## src/rtl/core_pkg.sv

```systemverilog
// Shared RV32I core types and constants: XLEN, reset PC, AXI read responses, fetch state.
// No logic; pure declarations.
// Not applicable (no handshakes in a package).
package core_pkg;

  localparam int XLEN = 32;
  localparam logic [XLEN-1:0] RESET_PC_DEFAULT = 32'h0000_0000;

  // AXI read response codes
  localparam logic [1:0] RRESP_OKAY   = 2'b00;
  localparam logic [1:0] RRESP_EXOKAY = 2'b01;
  localparam logic [1:0] RRESP_SLVERR = 2'b10;
  localparam logic [1:0] RRESP_DECERR = 2'b11;

  typedef enum logic [2:0] {
    FS_IDLE,
    FS_ADDR,
    FS_DATA,
    FS_DROP,
    FS_HALT
  } fetch_state_t;

  // One instruction buffer entry: fetch PC in the upper half, word in the lower half.
  typedef struct packed {
    logic [XLEN-1:0] pc;
    logic [XLEN-1:0] inst;
  } fetch_entry_t;

endpackage

```

## src/rtl/fetch_fifo.sv

```systemverilog
// Synchronous instruction buffer with flush; head data is read straight from registers.
// Latency: a push is visible at the head the cycle after it is written.
// Backpressure: push is accepted only when not full, or when full and popping in the same cycle.
module fetch_fifo #(
  parameter int WIDTH = 64,
  parameter int DEPTH = 2
) (
  input  logic                   clk,
  input  logic                   rst,
  input  logic                   push,
  input  logic [WIDTH-1:0]       push_dat,
  input  logic                   pop,
  input  logic                   flush,
  output logic [WIDTH-1:0]       pop_dat,
  output logic                   full,
  output logic                   empty,
  output logic [$clog2(DEPTH):0] count
);

  localparam int AW = $clog2(DEPTH);
  localparam logic [AW:0] FULL_CNT = (AW+1)'(DEPTH);

  logic [WIDTH-1:0] mem [DEPTH];
  logic [AW-1:0]    wr_ptr;
  logic [AW-1:0]    rd_ptr;
  logic             do_push;
  logic             do_pop;

  assign empty   = (count == '0);
  assign full    = (count == FULL_CNT);
  assign do_pop  = pop && !empty;
  assign do_push = push && (!full || do_pop);
  assign pop_dat = mem[rd_ptr];

  // Pointer and occupancy bookkeeping; flush discards everything buffered.
  always_ff @(posedge clk or posedge rst) begin
    if (rst) begin
      wr_ptr <= '0;
      rd_ptr <= '0;
      count  <= '0;
    end else if (flush) begin
      wr_ptr <= '0;
      rd_ptr <= '0;
      count  <= '0;
    end else begin
      if (do_push) wr_ptr <= wr_ptr + 1'b1;
      if (do_pop)  rd_ptr <= rd_ptr + 1'b1;
      case ({do_push, do_pop})
        2'b10:   count <= count + 1'b1;
        2'b01:   count <= count - 1'b1;
        default: count <= count;
      endcase
    end
  end

  // Storage array; cleared on reset so the head reads zero out of reset.
  always_ff @(posedge clk or posedge rst) begin
    if (rst) begin
      for (int i = 0; i < DEPTH; i++) mem[i] <= '0;
    end else if (do_push && !flush) begin
      mem[wr_ptr] <= push_dat;
    end
  end

endmodule

```

## src/rtl/inst_fetch.sv

```systemverilog
// RV32I fetch: owns the PC, issues single-beat AXI reads, buffers {pc,inst} for decode; optional INST_FETCH_RESP_CHECK_EN halts on bad RRESP.
// Latency: zero-wait slave gives one word per 3 cycles; INST_VALID rises the cycle after the R handshake.
// Backpressure: no new read is issued while the buffer is full; ARVALID is held until ARREADY.
module inst_fetch
  import core_pkg::*;
#(
  parameter logic [31:0] RESET_PC   = RESET_PC_DEFAULT,
  parameter int          FIFO_DEPTH = 2
) (
  input  logic        CCLK,
  input  logic        CRST,
  input  logic        CEXEC,
  input  logic        REDIRECT_VALID,
  input  logic [31:0] REDIRECT_PC,
  output logic        INST_VALID,
  input  logic        INST_READY,
  output logic [31:0] INST_DATA,
  output logic [31:0] INST_PC,
  output logic [31:0] CUR_PC,
  output logic [31:0] M_INST_AXI_ARADDR,
  output logic        M_INST_AXI_ARVALID,
  input  logic        M_INST_AXI_ARREADY,
  input  logic [31:0] M_INST_AXI_RDATA,
  input  logic [1:0]  M_INST_AXI_RRESP,
  input  logic        M_INST_AXI_RLAST,
  input  logic        M_INST_AXI_RVALID,
  output logic        M_INST_AXI_RREADY,
  output logic        FETCH_ERR
);

  fetch_state_t state, state_nxt;
  logic [31:0]  pc;
  logic [31:0]  araddr_q;
  logic         drop_pend;
  logic         redirect_act;
  logic [31:0]  redirect_tgt;
  logic         issue;
  logic         push;
  logic         flush;
  logic         pop;
  fetch_entry_t push_entry;
  fetch_entry_t head_entry;
  logic         fifo_full;
  logic         fifo_empty;
  logic [$clog2(FIFO_DEPTH):0] fifo_count;
`ifdef INST_FETCH_RESP_CHECK_EN
  logic         resp_err;
  logic         fetch_err_q;
`endif

  // Halted fetch ignores redirects entirely; otherwise a redirect always flushes.
  assign redirect_act = REDIRECT_VALID && (state != FS_HALT);
  assign redirect_tgt = {REDIRECT_PC[31:2], 2'b00};
  assign flush        = redirect_act;
  assign pop          = INST_VALID && INST_READY;

  assign push_entry.pc   = pc;
  assign push_entry.inst = M_INST_AXI_RDATA;

  assign INST_VALID        = !fifo_empty;
  assign INST_DATA         = head_entry.inst;
  assign INST_PC           = head_entry.pc;
  assign CUR_PC            = pc;
  assign M_INST_AXI_ARADDR = araddr_q;

  // Next-state and handshake outputs; a redirect outranks a coincident R beat.
  always_comb begin
    state_nxt          = state;
    issue              = 1'b0;
    push               = 1'b0;
    M_INST_AXI_ARVALID = 1'b0;
    M_INST_AXI_RREADY  = 1'b0;
`ifdef INST_FETCH_RESP_CHECK_EN
    resp_err           = 1'b0;
`endif
    case (state)
      FS_IDLE: begin
        if (CEXEC && !REDIRECT_VALID && !fifo_full) begin
          issue     = 1'b1;
          state_nxt = FS_ADDR;
        end
      end
      FS_ADDR: begin
        M_INST_AXI_ARVALID = 1'b1;
        if (M_INST_AXI_ARREADY) begin
          state_nxt = (drop_pend || redirect_act) ? FS_DROP : FS_DATA;
        end
      end
      FS_DATA: begin
        M_INST_AXI_RREADY = 1'b1;
        if (redirect_act) begin
          // The beat, if present now, is consumed here and thrown away.
          state_nxt = M_INST_AXI_RVALID ? FS_IDLE : FS_DROP;
        end else if (M_INST_AXI_RVALID) begin
`ifdef INST_FETCH_RESP_CHECK_EN
          if (M_INST_AXI_RRESP != RRESP_OKAY) begin
            resp_err  = 1'b1;
            state_nxt = FS_HALT;
          end else
`endif
          begin
            push      = 1'b1;
            state_nxt = FS_IDLE;
          end
        end
      end
      FS_DROP: begin
        M_INST_AXI_RREADY = 1'b1;
        if (M_INST_AXI_RVALID) state_nxt = FS_IDLE;
      end
      FS_HALT: begin
        state_nxt = FS_HALT;
      end
      default: state_nxt = FS_IDLE;
    endcase
  end

  // State register.
  always_ff @(posedge CCLK or posedge CRST) begin
    if (CRST) state <= FS_IDLE;
    else      state <= state_nxt;
  end

  // PC, latched read address, and the "redirect seen while waiting on ARREADY" marker.
  always_ff @(posedge CCLK or posedge CRST) begin
    if (CRST) begin
      pc        <= RESET_PC;
      araddr_q  <= '0;
      drop_pend <= 1'b0;
    end else begin
      if (issue) araddr_q <= pc;
      if (redirect_act)  pc <= redirect_tgt;
      else if (push)     pc <= pc + 32'd4;
      if (state == FS_ADDR && !M_INST_AXI_ARREADY) drop_pend <= drop_pend || redirect_act;
      else                                          drop_pend <= 1'b0;
    end
  end

`ifdef INST_FETCH_RESP_CHECK_EN
  // Sticky bus-error flag, cleared only by reset.
  always_ff @(posedge CCLK or posedge CRST) begin
    if (CRST)          fetch_err_q <= 1'b0;
    else if (resp_err) fetch_err_q <= 1'b1;
  end
  assign FETCH_ERR = fetch_err_q;
`else
  assign FETCH_ERR = 1'b0;
`endif

  // RLAST is always 1 for single-beat reads; RRESP matters only with response checking.
  logic unused_ok;
  assign unused_ok = ^{M_INST_AXI_RLAST, M_INST_AXI_RRESP, fifo_count};

  fetch_fifo #(
    .WIDTH (2*XLEN),
    .DEPTH (FIFO_DEPTH)
  ) u_fifo (
    .clk      (CCLK),
    .rst      (CRST),
    .push     (push),
    .push_dat (push_entry),
    .pop      (pop),
    .flush    (flush),
    .pop_dat  (head_entry),
    .full     (fifo_full),
    .empty    (fifo_empty),
    .count    (fifo_count)
  );

endmodule

```

## config.mk

```make
export PLATFORM = sky130hd
export DESIGN_NAME = inst_fetch
export DESIGN_NICKNAME = d
export VERILOG_FILES = /design/src/rtl/core_pkg.sv /design/src/rtl/fetch_fifo.sv /design/src/rtl/inst_fetch.sv
export SDC_FILE = /design/constraint.sdc
export NUM_CORES = 1
export LEC_CHECK = 0
export CAP_MARGIN = 10
export CORE_UTILIZATION = 45
export DETAILED_ROUTE_END_ITERATION = 8
export GPL_TIMING_DRIVEN = 0
export MAX_ROUTING_LAYER = met4
export PLACE_DENSITY = 0.82
export SLEW_MARGIN = 20
export SYNTH_ARGS = -nofsm -noshare
export SYNTH_HDL_FRONTEND = slang
export SYNTH_SLANG_ARGS = --single-unit
```

## constraint.sdc

```tcl
create_clock -name CCLK -period 9.25 [get_ports CCLK]
set_input_delay 1.85 -clock CCLK [delete_from_list [all_inputs] [get_ports CCLK]]
set_output_delay 1.85 -clock CCLK [all_outputs]
set_load 0.02 [all_outputs]
```

==> metrics.yaml, run 1 <==
critical_path:
  crit_fanout: 10
  startpoint_type: "flop"
  worst-setup-path-type: "flop to primary output"
  end_kind: "primary output"
  path_common_cell: "clkbuf_1"
  cp.arrival_ns: 2.85
  cpMaxStageDelayCell: "clkbuf_1"
  setup.worst_path.start: "u_fifo.rd_ptr"
  cp.required_ns: 7.40
  cp_slowest_stage_delay_ns: 0.60
  rr_startpoint: "state[0]"
  path_cells: "clkbuf_1, clkbuf_1, mux2_2, clkdlybuf4s50_1"
detailed_routing:
  vias_per_cell: 5.39
  wirelength_mm: 22.4
  avgRoutedWirePerCell_um: 18.8
  remaining_drc_errors: 0
  drtPass1Iterations: 5
  vias: 6413
  drtIter0Drc: 401
  drtAntennaViolNets: 0
floorplanning:
  num_io_pins: 206
  dieArea_sq_um: 20300
  die_h_um: 143
  core_sq_um: 19400
  die_x_um: 143
  start_util_pct: 45.9
  row_count: 51
cts:
  cts_hold_buffers: 0
  clk_latency_ns: 0.43
  postCtsSetupRepairBufs: 0
  cts_made_buffers: 17
  clockBufferDepth: 2
  cts_resized: 0
  cts_root_buffer: "clkbuf_16"
  path_clk_slew_ns: 0.07
  ctsHtreeMaxLevel: 4
  cts_tree: "built"
  cts.sinks: 192
sta:
  rsz0062_at_grt: "no"
  fmax_ghz: 0.213
  fin_worst_skew_ns: 0.0170
  whs_ns: 0.503
  worst_pin_slew_ns: 0.737
  finalMaxSlewViolations: 0
  hold_viol: 0
  finalCritPeriodShare_pct: 50.8
  setup_viol: 0
  maxSlewHeadroom_pct: 50.9
  fin_crit_ns: 4.70
worst_hold_path:
  hold_path_startpoint: "u_fifo.mem[46]"
  min_path_type: "flop to flop"
global_route:
  grt_first_pass_wirelength_mm: 35.2
  grt_usage_pct: 23.4
  grt_max_degree: 102
  grt_overflow: 0
  grt_antenna_before_repair: 2
  first_global_vias: 6499
synthesis:
  synth_fa_ha_area_share_pct: 0.141
  yosys_warnings: 0
  synth-xor-area-share_pct: 0.985
  avgSynthCellArea_sq_um: 12.9
  yosysUniqueCellTypes: 56
  yosysSeqAreaShare_pct: 54.0
  async_flop_share_pct: 100
  synth_ff_type: "dfrtp_1"
  synth_compound_gate_area_share_pct: 5.25
  synthSimpleGateAreaFrac_pct: 8.55
  mappedNetlistArea_sq_um: 8900
  ys_ff_latch: 192
  netlist_instances: 690
  yosysTopAreaCellShare_pct: 54.0
  synth_mux_area_share_pct: 27.5
  synth_top_family_by_area: "multiplexers"
  synth_area_leader_cell: "dfrtp_1"
  synth_edf_count: 0
  ys_top_cells_by_area: "dfrtp_1 (54%), mux2_2 (27%), buf_4 (1.4%), nor2_1 (1.4%), a31oi_1 (1.3%)"
power_and_ir_drop:
  pwr-share-seq_pct: 37.4
  internal-power_mw: 2.37
  p_sw_mw: 1.15
  p_clk_share_pct: 21.8
  p_comb_share_pct: 40.8
  powerDensity_nw_per_um2: 298
  swShare_pct: 32.7
  vdd_drop_max_mv: 0.205
  p_leak_nw: 5.00
layout:
  nets: 984
  drive_gt1_share_pct: 30.7
  layout-area-overhead-vs-synth_pct: 33.0
  fin_util_pct: 61.0
  fin_area_sq_um: 11800
placed_design:
  placed_area_sq_um: 11200
  dp_hpwl_mm: 15.5
  io_buffers: 193
  place_congestion: 0.861
run_status:
  status: "complete, no violations"
flow_run:
  cap_violations: 0
[kinds of logic after synthesis]
logic type,after synthesis
flip-flops,192
AND/OR/NAND/NOR,137
adder cells (fa/ha/maj),1
AO/OA/AOI/OAI,69
XOR/XNOR,10
multiplexers,217
buffers and inverters,63
other,1
[cell usage after synthesis, types with 3 or more instances]
master	n
clkbuf_2	3
or3_1	5
o31ai_1	14
xor2_1	4
clkbuf_1	26
a21oi_1	6
o21ai_0	11
a31oi_1	19
nor2_1	32
and2_1	3
xnor2_1	6
nand4_1	10
dfrtp_1	192
mux2_2	216
nor4_1	3
a211oi_1	4
nand3_1	13
buf_2	8
nand2b_1	7
buf_4	16
or4_1	14
nand2_1	24
inv_1	7
and3_1	7
[cells in the final DEF (no fill, tap or decap), drive strengths merged, types with 3 or more instances in the layout]
master	Yosys	final
and2	4	4
a21oi	6	6
and4	3	3
inv	7	12
or4	14	14
nand3	13	13
nor2	32	32
nor4	3	3
o21ai	11	11
nand2	24	24
o31ai	14	14
buf	27	28
clkbuf	29	47
mux2	216	216
or3	5	5
a31oi	19	19
xnor2	6	6
dfrtp	192	192
and3	8	8
clkdlybuf4s50	0	193
a211oi	4	4
nand4	10	10
xor2	4	4
conb	1	7
clkinv	0	5
bufinv	0	3
nand2b	7	7
[final cells by class]
class	count	area, sq um
Inverter	7	33.8
Timing Repair Buffer	194	1960
Sequential cell	192	4800
Clock buffer	18	429
Multi-Input combinational cell	441	3800
Clock inverter	14	179
Fill cell	1597	7570
Buffer	56	292
Tap cell	265	332
Antenna cell	2	5.00
[critical path, delay by kind of cell, from the launching register on]
family | cells | cell delay (ns)
flip-flops | 1 | 0.32
multiplexers | 1 | 0.44
buffers and inverters | 3 | 1.66
[power groups by stage]
stage	logic, mW	clock network [mW]	registers, mW
global route	1.53	0.816	1.36
finish	1.44	0.770	1.32
global placement	1.42	0	1.31
floorplan	0.763	0	1.38
detailed placement	1.44	0	1.33
CTS	1.45	0.783	1.32
[layer usage]
metal | share of wire, % | GRT usage, %
met2 | 49 | 36.9
met1 | 43 | 30.0
met5 | 0 | -
met3 | 6.4 | 5.08
met4 | 1.6 | 7.64
[flip-flops by register name (all words and copies together), names as in the netlist]
| signal | cells |
|---|---|
| CUR_PC | 30 |
| M_INST_AXI_ARADDR | 30 |
| drop_pend | 1 |
| state | 3 |
| u_fifo.count | 2 |
| u_fifo.mem | 124 |
| u_fifo.rd_ptr | 1 |
| u_fifo.wr_ptr | 1 |
[path summary, 6_finish.rpt]
check	endpoint	slack, ns	depth (start not counted)
worst min-delay path	u_fifo.mem[46]	0.50	1
max in group asynchronous	CUR_PC[11]	6.37	3
worst min register to register	u_fifo.mem[46]	0.50	1
worst max register to register	CUR_PC[28]	6.75	6
worst max-delay path	INST_PC[30]	4.55	4
min in group asynchronous	u_fifo.mem[67]	1.92	2
[metrics by stage]
stage	power [mW]	std cells	setup TNS (ns)	setup WS [ns]
floorplan	2.14	696	0	2.17
global placement	2.73	1154	-80.59	-0.433
detailed placement	2.78	1155	0	4.89
CTS	3.55	1187	0	4.49
global route	3.70	1189	0	4.42
finish	3.53	1189	0	4.55
Power figures use the tool's default switching activity.
==> run 2, diff against run 1 <==
==> constraint.sdc (replaced) <==
create_clock -name CCLK -period 4.8 [get_ports CCLK]
set_input_delay 0.96 -clock CCLK [delete_from_list [all_inputs] [get_ports CCLK]]
set_output_delay 0.96 -clock CCLK [all_outputs]
set_load 0.02 [all_outputs]
==> metrics.yaml, run 2 (same netlist as run 1, synthesis figures left out) <==
run_status:
  status: "complete, no violations"
critical_path:
  end_kind: "primary output"
  cp.required_ns: 3.84  # -3.56 ns
  crit_fanout: 10  # unchanged
  startpoint_type: "flop"
  worst-setup-path-type: "flop to primary output"
  cp.arrival_ns: 2.83  # -0.02 ns
power_and_ir_drop:
  swShare_pct: 32.7  # +0.059 points
  powerDensity_nw_per_um2: 563  # +89%
  p_leak_nw: 5.04  # +0.76%
  p_sw_mw: 2.20  # +91%
  pwr-share-seq_pct: 37.9  # +0.5 points
  vdd_drop_max_mv: 0.325  # +58%
  p_comb_share_pct: 41.4  # +0.6 points
  internal-power_mw: 4.51  # +90%
  p_clk_share_pct: 20.6  # -1.2 points
  p_total_mw: 6.71  # +90%
floorplanning:
  die_x_um: 143  # unchanged
  core_sq_um: 19400  # unchanged
  dieArea_sq_um: 20300  # unchanged
  num_io_pins: 206  # unchanged
  row_count: 51  # unchanged
  die_h_um: 143  # unchanged
  start_util_pct: 45.9  # unchanged
layout:
  regMostFlops: "u_fifo.mem"
  instances_no_fill: 1193  # +0.34%
  nets: 990  # +0.61%
  layout_commonest_cell: "mux2_2"
  fin_area_sq_um: 11900  # +0.72%
  drive_gt1_share_pct: 31.2  # +0.48 points
  largest_reg_flops: 124  # unchanged
  final_cell_mix: "mux2_2 (216), clkdlybuf4s50_1 (193), dfrtp_1 (192)"
  layout-area-overhead-vs-synth_pct: 33.9
detailed_routing:
  wirelength_mm: 22.2  # -0.96%
  drtPass1Iterations: 5  # unchanged
  vias_per_cell: 5.40  # about the same
  avgRoutedWirePerCell_um: 18.6  # -1.3%
  drtIter0Drc: 387  # -3.5%
  remaining_drc_errors: 0  # unchanged
  drtAntennaViolNets: 0  # unchanged
  vias: 6438  # +0.39%
cts:
  cts_hold_buffers: 0  # unchanged
  postCtsSetupRepairBufs: 0  # unchanged
  clockBufferDepth: 2  # unchanged
  clk_latency_ns: 0.43  # about the same
  cts_resized: 0  # unchanged
  cts_root_buffer: "clkbuf_16"
  cts_tree: "built"
  path_clk_slew_ns: 0.07  # about the same
  cts.sinks: 192  # unchanged
  ctsHtreeMaxLevel: 4  # unchanged
  cts_made_buffers: 17  # unchanged
sta:
  finalCritPeriodShare_pct: 79.0
  finalMaxSlewViolations: 0  # unchanged
  fin_worst_skew_ns: 0.00844  # -0.00859 ns
  hold_viol: 0  # unchanged
  setup_viol: 0  # unchanged
  fmax_ghz: 0.264
  maxSlewHeadroom_pct: 46.0  # -4.8 points
  worst_pin_slew_ns: 0.809  # +0.0723 ns
  whs_ns: 0.502  # -0.000552 ns
  fin_crit_ns: 3.79
  rsz0062_at_grt: "no"
  tns_ns: 0  # unchanged
global_route:
  grt_antenna_before_repair: 1  # -1
  first_global_vias: 6667  # +2.6%
  grt_max_degree: 35  # -66%
  grt_first_pass_wirelength_mm: 35.6  # +1.2%
  grt_overflow: 0  # unchanged
  grt_usage_pct: 23.8  # +0.40 points
worst_hold_path:
  min_path_type: "flop to flop"
flow_run:
  cap_violations: 0  # unchanged
placed_design:
  place_congestion: 0.852  # -1.1%
  dp.cells: 1161  # +0.52%
  io_buffers: 193  # unchanged
  dp_hpwl_mm: 15.9  # +2.4%
  placed_area_sq_um: 11300  # +1.1%
run 2: area by class of cell:
type | instances | area [sq um]
plain buffers | 56 | 292
clock buffers | 20 | 467
clock inverters | 11 | 105
inverters | 7 | 30.0
multi-input cells | 441 | 3800
flip-flops and latches | 192 | 4800
well taps | 265 | 332
fillers | 1566 | 7480
diodes | 1 | 2.50
repair buffers | 200 | 2090
run 2: worst max-delay path: stages (launching register included):
cell and delay, ns:
dfrtp_1 0.32, clkbuf_1 0.51, clkbuf_1 0.60, mux2_2 0.41
clkdlybuf4s50_1 0.56
run 2: per-stage QoR:
stage,setup WS (ns),util [%]
floorplan,1.36,-
global placement,-0.190,57.7
detailed placement,1.36,58.5
CTS,0.945,61.4
global route,0.854,61.4
finish,1.01,61.4
run 2: final timing paths:
| kind | depth (start not counted) | from | slack [ns] | to |
|---|---|---|---|---|
| setup / recovery | 4 | u_fifo.rd_ptr | 1.01 | INST_PC[13] |
| max in group asynchronous | 6 | CRST | 2.85 | u_fifo.mem[38] |
| setup reg to reg | 6 | state[0] | 2.33 | CUR_PC[28] |
| min in group asynchronous | 2 | CRST | 0.89 | u_fifo.mem[55] |
| hold reg to reg | 1 | u_fifo.mem[65] | 0.50 | u_fifo.mem[65] |
| hold / removal | 1 | u_fifo.mem[65] | 0.50 | u_fifo.mem[65] |
run 2: power by group through the flow:
stage	Clock, mW	Sequential, mW	Combinational (mW)
6_report	1.39	2.54	2.78
5_1_grt	1.47	2.63	2.96
4_1_cts	1.41	2.54	2.81
3_5_place_dp	0	2.57	2.79
3_3_place_gp	0	2.53	2.73
2_1_floorplan	0	2.66	1.47
run 2: routing by layer:
| metal | global-route usage [%] | part of all wire (%) |
|---|---|---|
| met1 | 30.1 | 43 |
| met2 | 37.0 | 48 |
| met3 | 5.69 | 6.5 |
| met4 | 9.11 | 2.4 |
| met5 | - | 0 |
==> run 3, diff against run 2 <==
--- a/config.mk
+++ b/config.mk
@@ -10,7 +10,7 @@
 export DETAILED_ROUTE_END_ITERATION = 8
 export GPL_TIMING_DRIVEN = 0
 export MAX_ROUTING_LAYER = met4
-export PLACE_DENSITY = 0.82
+export PLACE_DENSITY = 0.85
 export SLEW_MARGIN = 20
 export SYNTH_ARGS = -nofsm -noshare
 export SYNTH_HDL_FRONTEND = slang
==> constraint.sdc (replaced) <==
create_clock -name CCLK -period 3.35 [get_ports CCLK]
set_input_delay 0.67 -clock CCLK [delete_from_list [all_inputs] [get_ports CCLK]]
set_output_delay 0.67 -clock CCLK [all_outputs]
set_load 0.02 [all_outputs]
==> metrics.yaml, run 3 (same netlist as run 1, synthesis figures left out) <==
layout:
  layout-area-overhead-vs-synth_pct: 33.6
  nets: 988  # -0.20%
  final_cell_mix: "mux2_2 (216), clkdlybuf4s50_1 (193), dfrtp_1 (192)"
  layout_commonest_cell: "mux2_2"
  regMostFlops: "u_fifo.mem"
  drive_gt1_share_pct: 31.5  # +0.28 points
  fin_area_sq_um: 11900  # -0.28%
  largest_reg_flops: 124  # unchanged
sta:
  rsz0062_at_grt: "no"
  finalCritPeriodShare_pct: 95.7
  hold_viol: 0  # unchanged
  whs_ns: 0.503  # +0.000839 ns
  fin_worst_skew_ns: 0.0109  # +0.00246 ns
  maxSlewHeadroom_pct: 53.6  # +7.5 points
  setup_viol: 0  # unchanged
  worst_pin_slew_ns: 0.697  # -0.113 ns
  finalMaxSlewViolations: 0  # unchanged
  fin_crit_ns: 3.21
  fmax_ghz: 0.312
critical_path:
  crit_fanout: 10  # unchanged
  worstPathBufferInverterCount: 2  # -1
  end_kind: "primary output"
  cpMaxStageDelayCell: "dfrtp_1"
  cp_slowest_stage_delay_ns: 0.66  # +0.06 ns
  cp.required_ns: 2.68  # -1.16 ns
  cp.arrival_ns: 2.54  # -0.29 ns
  rr_startpoint: "state[0]"
  r2r-end: "CUR_PC[24]"
  critPathTopFamily: "buffers and inverters"
  startpoint_type: "flop"
  worst-setup-path-type: "flop to primary output"
  reg2regPathDepth: 6  # unchanged
  path_cells: "clkbuf_1, mux2_2, clkdlybuf4s50_1"
  r2r_setup_slack_ns: 0.89  # -1.44 ns
floorplanning:
  start_util_pct: 45.9  # unchanged
  num_io_pins: 206  # unchanged
  die_h_um: 143  # unchanged
  die_x_um: 143  # unchanged
  dieArea_sq_um: 20300  # unchanged
  row_count: 51  # unchanged
  core_sq_um: 19400  # unchanged
flow_run:
  cap_violations: 0  # unchanged
cts:
  ctsHtreeMaxLevel: 4  # unchanged
  path_clk_slew_ns: 0.07  # about the same
  cts_tree: "built"
  clk_latency_ns: 0.43  # about the same
  cts.sinks: 192  # unchanged
  clockBufferDepth: 2  # unchanged
  cts_made_buffers: 17  # unchanged
  cts_root_buffer: "clkbuf_16"
  postCtsSetupRepairBufs: 0  # unchanged
detailed_routing:
  vias: 6393  # -0.70%
  wirelength_mm: 22.1  # -0.51%
  avgRoutedWirePerCell_um: 18.5  # -0.34%
  drtPass1Iterations: 4  # -1
  drtIter0Drc: 328  # -15%
  remaining_drc_errors: 0  # unchanged
  vias_per_cell: 5.37  # -0.53%
  drtAntennaViolNets: 0  # unchanged
power_and_ir_drop:
  internal-power_mw: 6.45  # +43%
  p_comb_share_pct: 41.5  # about the same
  vdd_drop_max_mv: 0.479  # +48%
  pwr-share-seq_pct: 38.1  # +0.2 points
  powerDensity_nw_per_um2: 807  # +43%
  p_sw_mw: 3.14  # +43%
  swShare_pct: 32.7  # about the same
  p_clk_share_pct: 20.5  # about the same
  p_leak_nw: 5.03  # -0.17%
global_route:
  grt_max_degree: 35  # unchanged
  grt_usage_pct: 23.2  # -0.59 points
  grt_antenna_before_repair: 1  # unchanged
  grt_first_pass_wirelength_mm: 34.9  # -2.0%
  first_global_vias: 6458  # -3.1%
  grt_overflow: 0  # unchanged
worst_hold_path:
  hold_path_startpoint: "u_fifo.mem[119]"
  min_path_type: "flop to flop"
  worst_hold_path.endpoint: "u_fifo.mem[119]"
  hold_depth: 1  # unchanged
run_status:
  status: "complete, no violations"
placed_design:
  dp_hpwl_mm: 15.9  # +0.29%
  io_buffers: 193  # unchanged
  placed_area_sq_um: 11300  # -0.24%
  place_congestion: 0.889  # +4.4%
==> run 3: final cells by class <==
type,instances,area (sq um)
fillers,1569,7520
plain buffers,55,294
well taps,265,332
inverters,7,30.0
repair buffers,199,2060
diodes,1,2.50
flip-flops and latches,192,4800
multi-input cells,441,3800
clock inverters,10,103
clock buffers,21,460
==> run 3: metrics by stage <==
stage,power (mW),cells,util [%],worst slack [ns],TNS [ns]
finish,9.58,1191,61.2,0.144,0
global route,10.1,1191,61.2,0.0123,0
CTS,9.67,1190,61.2,0.0597,0
detailed placement,7.68,1160,58.3,0.205,0
global placement,7.54,1154,57.7,-1.31,-248.09
floorplan,5.92,696,-,0.204,0
==> run 3: power groups by stage <==
stage | Sequential [mW] | Clock, mW | Combinational [mW]
floorplan | 3.81 | 0 | 2.11
global placement | 3.63 | 0 | 3.92
detailed placement | 3.69 | 0 | 4.00
CTS | 3.65 | 2.00 | 4.02
global route | 3.77 | 2.09 | 4.22
finish | 3.65 | 1.96 | 3.97
==> run 3: worst max-delay path by stage <==
stage	endpoint	cells after the start	start
after floorplan	CUR_PC[10]	1	CRST
after global placement	M_INST_AXI_ARADDR[4]	2	CRST
after detailed placement	CUR_PC[28]	7	M_INST_AXI_RVALID
after CTS	INST_PC[31]	3	u_fifo.rd_ptr
after global routing	INST_DATA[14]	3	u_fifo.rd_ptr
final	INST_DATA[15]	3	u_fifo.rd_ptr
==> run 3: metal layers <==
metal / routed length, um / global-route usage [%] / share of wire [%] / up-vias
li1: - / - / - / 2952
met1: 9740 / 29.4 / 44 / 3217
met2: 10800 / 37.3 / 49 / 198
met3: 1210 / 4.74 / 5.5 / 26
met4: 327 / 7.64 / 1.5 / 0
met5: 0 / - / 0 / -
==> run 3: what timing repair did <==
action	CTS	global route
endpoints found under the setup margin	59	3
hold buffers	0	0
gates resized for setup	4	1
